==> src/rtl/id_ex_stage.sv <==
// ID/EX pipeline register: operand forwarding, valid/ready handshake, flush.
// Optional divide-by-zero guard enabled by defining ID_EX_DIV_ZERO_GUARD_EN.
module id_ex_stage (
    input  logic        clk,
    input  logic        rst_n,
    input  logic        in_valid,
    output logic        in_ready,
    input  logic [3:0]  in_alu_control,
    input  logic [31:0] in_rs_data,
    input  logic [31:0] in_rt_data,
    input  logic [31:0] in_imm,
    input  logic        in_use_imm,
    input  logic [4:0]  in_rs,
    input  logic [4:0]  in_rt,
    input  logic [4:0]  in_rd,
    input  logic        in_reg_write,
    input  logic [4:0]  exmem_rd,
    input  logic        exmem_reg_write,
    input  logic [31:0] exmem_result,
    input  logic [4:0]  memwb_rd,
    input  logic        memwb_reg_write,
    input  logic [31:0] memwb_data,
    input  logic        flush,
    output logic        out_valid,
    input  logic        out_ready,
    output logic [3:0]  out_alu_control,
    output logic [31:0] out_x,
    output logic [31:0] out_y,
    output logic [4:0]  out_rd,
    output logic        out_reg_write,
    output logic        out_div_zero
);

    localparam int unsigned DW = 32;
    localparam int unsigned RW = 5;
    localparam int unsigned OW = 4;

    localparam logic [OW-1:0] OP_DIV     = OW'(4'b0011);
    localparam logic [OW-1:0] OP_DEFAULT = OW'(4'b1111);

    logic          capture;
    logic [DW-1:0] fwd_rs;
    logic [DW-1:0] fwd_rt;
    logic [DW-1:0] y_next;
    logic [OW-1:0] op_next;
    logic          div_zero_next;

    // A slot is free when empty or draining this edge.
    assign in_ready = !out_valid || out_ready;
    assign capture  = in_valid && in_ready && !flush;

    // Operand forwarding: EX/MEM beats MEM/WB; register 0 is never forwarded.
    always_comb begin
        fwd_rs = in_rs_data;
        fwd_rt = in_rt_data;
        if (in_rs != RW'(0) && exmem_reg_write && exmem_rd == in_rs) begin
            fwd_rs = exmem_result;
        end else if (in_rs != RW'(0) && memwb_reg_write && memwb_rd == in_rs) begin
            fwd_rs = memwb_data;
        end
        if (in_rt != RW'(0) && exmem_reg_write && exmem_rd == in_rt) begin
            fwd_rt = exmem_result;
        end else if (in_rt != RW'(0) && memwb_reg_write && memwb_rd == in_rt) begin
            fwd_rt = memwb_data;
        end
    end

    assign y_next = in_use_imm ? in_imm : fwd_rt;

    // Divide with a zero divisor is rewritten to the ALU default op.
    always_comb begin
        op_next       = in_alu_control;
        div_zero_next = 1'b0;
`ifdef ID_EX_DIV_ZERO_GUARD_EN
        if (in_alu_control == OP_DIV && y_next == DW'(0)) begin
            op_next       = OP_DEFAULT;
            div_zero_next = 1'b1;
        end
`endif
    end

    // Pipeline register: flush beats capture beats hold.
    always_ff @(posedge clk or negedge rst_n) begin
        if (!rst_n) begin
            out_valid       <= 1'b0;
            out_alu_control <= OW'(0);
            out_x           <= DW'(0);
            out_y           <= DW'(0);
            out_rd          <= RW'(0);
            out_reg_write   <= 1'b0;
            out_div_zero    <= 1'b0;
        end else if (flush) begin
            out_valid     <= 1'b0;
            out_reg_write <= 1'b0;
        end else if (capture) begin
            out_valid       <= 1'b1;
            out_alu_control <= op_next;
            out_x           <= fwd_rs;
            out_y           <= y_next;
            out_rd          <= in_rd;
            out_reg_write   <= in_reg_write;
            out_div_zero    <= div_zero_next;
        end else if (out_ready) begin
            out_valid <= 1'b0;
        end
    end

endmodule

==> config.mk <==
export PLATFORM = sky130hd
export DESIGN_NAME = id_ex_stage
export DESIGN_NICKNAME = d
export VERILOG_FILES = /design/src/rtl/id_ex_stage.sv
export SDC_FILE = /design/constraint.sdc
export NUM_CORES = 1
export LEC_CHECK = 0
export ABC_CLOCK_PERIOD_IN_PS = 1880
export BUFFER_PORTS_ARGS = -buffer_cell sky130_fd_sc_hd__buf_2
export CAP_MARGIN = 20
export CORE_MARGIN = 5
export CORE_UTILIZATION = 40
export DETAILED_ROUTE_END_ITERATION = 10
export GPL_ROUTABILITY_DRIVEN = 0
export GPL_TIMING_DRIVEN = 0
export HOLD_SLACK_MARGIN = 0.06
export PLACE_DENSITY = 0.78
export SLEW_MARGIN = 20
export SYNTH_ARGS = -nofsm -noshare
export SYNTH_HDL_FRONTEND = slang
export SYNTH_SLANG_ARGS = --single-unit
==> constraint.sdc <==
create_clock -name clk -period 1.88 [get_ports clk]
set_input_delay 0.282 -clock clk [delete_from_list [all_inputs] [get_ports clk]]
set_output_delay 0.282 -clock clk [all_outputs]
set_load 0.02 [all_outputs]
## Word-level counts from Yosys, hierarchy flattened

Cells that the tools add are included.

| cells by class | value |
|---|---|
| $mul | 0 |
| div/mod/pow operators | 0 |
| reductions and logical operators | 18 |
| order comparisons | 0 |
| eq/ne operators | 4 |
| add/sub/neg operators | 0 |
| shift-type cells | 0 |
| mux-type cells | 10 |
| bitwise gates (word level) | 1 |

Operators by type and width:

| operator | number |
|---|---|
| two-way mux 32 bit | 5 |
| == test 5 bit | 4 |
| logical AND 1 bit | 10 |
| nonzero test 5 bit | 2 |
| two-way mux 1 bit | 5 |
| nonzero test 3 bit | 1 |
| zero test 1 bit | 2 |
| AND reduction 2 bit | 1 |
| nonzero test 2 bit | 1 |
| logical OR 1 bit | 1 |
| inverter 1 bit | 1 |

| word-level totals | value |
|---|---|
| flip-flop bits (word level) | 75 |
| memory bits (read-only) | 0 |
| memory bits (writable) | 0 |
| bits in latches | 0 |
| memories | 0 |
| bits of input ports | 198 |
| word-level logic and storage cells | 39 |
| output and inout bits | 77 |

## Longest topological paths before layout

| logic depth | value |
|---|---|
| depth in word-level cells | 6 |
| mapped depth | 7 |
| mapped depth without buffers | 5 |

## Worst setup path before layout

OpenSTA, ideal clock, no wires.

| path | value |
|---|---|
| kind | in2reg |
| start point | input in_rt[1] |
| end point | register out_y[10] |
| path slack | -0.042 ns |
| buffers on the path | 1 |
| arrival | 1.796 ns |
| library setup time | 0.126 ns |
| required time | 1.754 ns |
| stages on the path | 6 |
| cells stage by stage | or4_1 > nor2_2 > nor2_2 > buf_2 > a221o_1 > a221o_1 |

| on the way | value |
|---|---|
| longest elaborated chain between the ends | 6 |
| elaborated cells on any way between the ends | 10 |
| classes of those cells | eq/ne (2); mux (3); reduce/logical (5) |

RTL lines:

| element | RTL line | text |
|---|---|---|
| start: declaration | 14 | `input logic [4:0] in_rt,` |
| nonzero test 5 bit | 61, 63 |  |
| logical AND 1 bit (2 in series) | 63 | `end else if (in_rt != RW'(0) && memwb_reg_write && memwb_rd == in_rt) begin` |
| two-way mux 32 bit | 63 |  |
| two-way mux 32 bit (*) | 61 | `if (in_rt != RW'(0) && exmem_reg_write && exmem_rd == in_rt) begin` |
| two-way mux 32 bit (*) | 68 | `assign y_next = in_use_imm ? in_imm : fwd_rt;` |
| end signal: assignment | 99 | `out_y <= y_next;` |
| end: declaration | 28 | `output logic [31:0] out_y,` |

Every way passes the cells marked *; elsewhere a longest branch is shown, timed or not.
A chain may end at the register's enable or synchronous reset.

## Worst setup path in the final report

| path | value |
|---|---|
| start point | input in_rt[1] |
| end point | register out_y[9] |

Same word-level chain as after synthesis.

==> impl_metrics.ini <==
[final_layout]
layout_commonest_cell = buf_2
fill_cells = 1035
area_growth_pct = 45.1
regArea_mm2 = 0.00188
most-common-layout-cells = buf_2 (278), dfrtp_1 (75), nand2_1 (65)
diodes = 0
drive_gt1_frac = 0.435
design_area_mm2 = 0.00673
nNetsFinal = 984
multiInputGateArea_mm2 = 0.00248

[clock_network]
tritoncts = built
clockBufferDepth = 2
cts.sinks = 75
clock_latency_ps = 350
htreeDepth = 3
clkSlewWorstSetupHoldPaths_ps = 60
root_buffer = clkbuf_16
cts_made_buffers = 9

[routing]
wl_per_cell_um = 20.4
wl_um = 19100
dr.pass1.iters = 7
via_count = 5375
avgViaCountPerCell = 5.75
detail_route.iter0.violations = 500
drc = 0
ant_nets = 0

[grt]
grt_pass1_vias = 5638
antenna_found_initial = 0
track_usage = 0.268
grt-ovfl-total = 0
grt_pass1_wl_um = 29700
grt_max_degree = 44

[logic_synthesis]
yosysWarnings = 0
synth_nets = 694
synthCells = 496
synth_area_mm2 = 0.00464
synth.avg_cell_area_um2 = 9.35
ys_seq_area_frac = 0.405
ys_ff_latch = 75
post_synth_num_cell_types = 35

[power]
cellLeakagePower_nw = 3.55
power.density_mw_per_mm2 = 841
peakVddDrop_mv = 0.667

[die]
die_y_um = 118
core_area_mm2 = 0.0114
die_w_um = 118
die_area_mm2 = 0.0138
start_util = 0.408
rows = 39
io_pins = 275

[place]
dp_slack_ps = -578
io_buffer_count = 273
dpl_cell_area_mm2 = 0.00628
dpl.hpwl_um = 14600

[timing]
maxSlewViolCount = 0
max_clock_freq_mhz = 544
relSlewSlack = 0.662
hold_viol_final = 0
tightest_slew_ps = 508
fin_crit_sh = 0.977
tns_ps = 0
finalCriticalPeriod_ps = 1840
setup_viol = 0
worst_slack_ps = 43.0
skew_ps = 7.04

[setup_path]
cp.buffers_inverters = 2
crit_slowest_cell = or4_4
setup.worst_path.end_class = register
path_delay_family = simple AND/OR/NAND/NOR gates
path_cells = buf_2 > or4_4 > nor2_4 > nor3_4 > clkbuf_4 > a221o_1 > a221o_1
path_class = in2reg
crit_path_max_incr_delay_ps = 550
crit_required_ps = 2110
r2r_start = out_valid
critPathMaxFanout = 10
timing.critical_path.from = in_rt[1]
cpMostUsedCell = a221o_1
critPathLaunchType = primary input
r2r_setup_slack_ps = 110
arrival_ps = 2070

[run_status]
status = completed

[min_path]
min_from = in_rd[0]
hold_class = in2reg

[job]
max_cap_violations = 0
## timing repair
action	CTS	global route
pin swaps	1	4
endpoints found under the setup margin	70	55
setup buffers	1	4
hold buffers	1	0
resized for setup	18	21
endpoints found under the hold margin	32	0
gates cloned	0	0
## worst reg2reg max path, cell delays in order (launching register included)
cell and delay, ps:
dfrtp_1 380, nand2b_1 170, nand3b_1 190, clkbuf_2 260, clkbuf_2 260, a221o_1 400
## cell type report
class                   instances  share of cell area
plain buffers                  46              0.0413
clock buffers                  10              0.0340
clock inverters                 6              0.0169
inverters                      33              0.0184
multi-input cells             341               0.369
flip-flops and latches         75               0.279
well taps                     143              0.0266
repair buffers                280               0.215
## cell usage after synthesis (all sizes together)
cell type  count  area [um2]
mux2i         32         320
o21ai          9        45.0
o22ai          9        56.3
o221ai        32         280
a221oi         9        78.8
a21oi         11        55.1
or3            2        12.5
xor2           2        17.5
nor2          14        57.6
and3          55         347
buf           16         115
a21boi        23         173
a221o         46         463
nand3          1        5.00
nand4          4        25.0
or4            2        15.0
nor4           1        6.26
xnor2         18         165
nor3           2        15.0
clkbuf        31         116
nand2b         2        12.5
nand3b         1        7.51
conb           1        3.75
inv           33         124
dfrtp         75        1880
nand2         65         244
## routing by layer
| layer | global-route usage | vias up | part of all wire |
|---|---|---|---|
| li1 | - | 2438 | - |
| met1 | 0.322 | 2549 | 0.38 |
| met2 | 0.455 | 351 | 0.49 |
| met3 | 0.0855 | 37 | 0.10 |
| met4 | 0.0867 | 0 | 0.025 |
| met5 | 0 | - | 0 |
## final timing paths
check	endpoint	cells past startpoint
max in group asynchronous	out_x[24]	3
min in group asynchronous	out_x[9]	2
worst min register to register	out_rd[4]	2
worst max register to register	out_y[3]	5
worst min-delay path	out_rd[0]	3
worst max-delay path	out_y[9]	7
## power by group
group	switching [mW]	leakage (nW)	total, mW	internal (mW)
logic	0.956	2.47	1.63	0.676
registers	0.139	0.921	2.01	1.87
clock network	0.716	0.159	2.02	1.30
## state kept, by name (all words and copies together), names as in the netlist
signal and flops:
out_alu_control 4, out_x 32, out_rd 5, out_y 32, out_reg_write 1, out_valid 1
## per-stage QoR
| stage | utilization | power (mW) | hold slack (ps) | cells |
|---|---|---|---|---|
| floorplan | - | 2.91 | -13.6 | 496 |
| global placement | 0.550 | 3.62 | 455 | 912 |
| detailed placement | 0.552 | 3.64 | 271 | 913 |
| CTS | 0.587 | 5.67 | 119 | 931 |
| global route | 0.592 | 5.90 | 121 | 934 |
| finish | 0.592 | 5.66 | 119 | 934 |
## kinds of logic after synthesis
kind of cell	synth area share
xor gates and xnor gates	0.0394
and+or+nand+nor	0.161
other	0.000809
muxes	0.0691
DFF	0.405
buffers and inverters	0.0766
AOI/OAI and AO/OA	0.248
(Power assumes the default switching activity.)
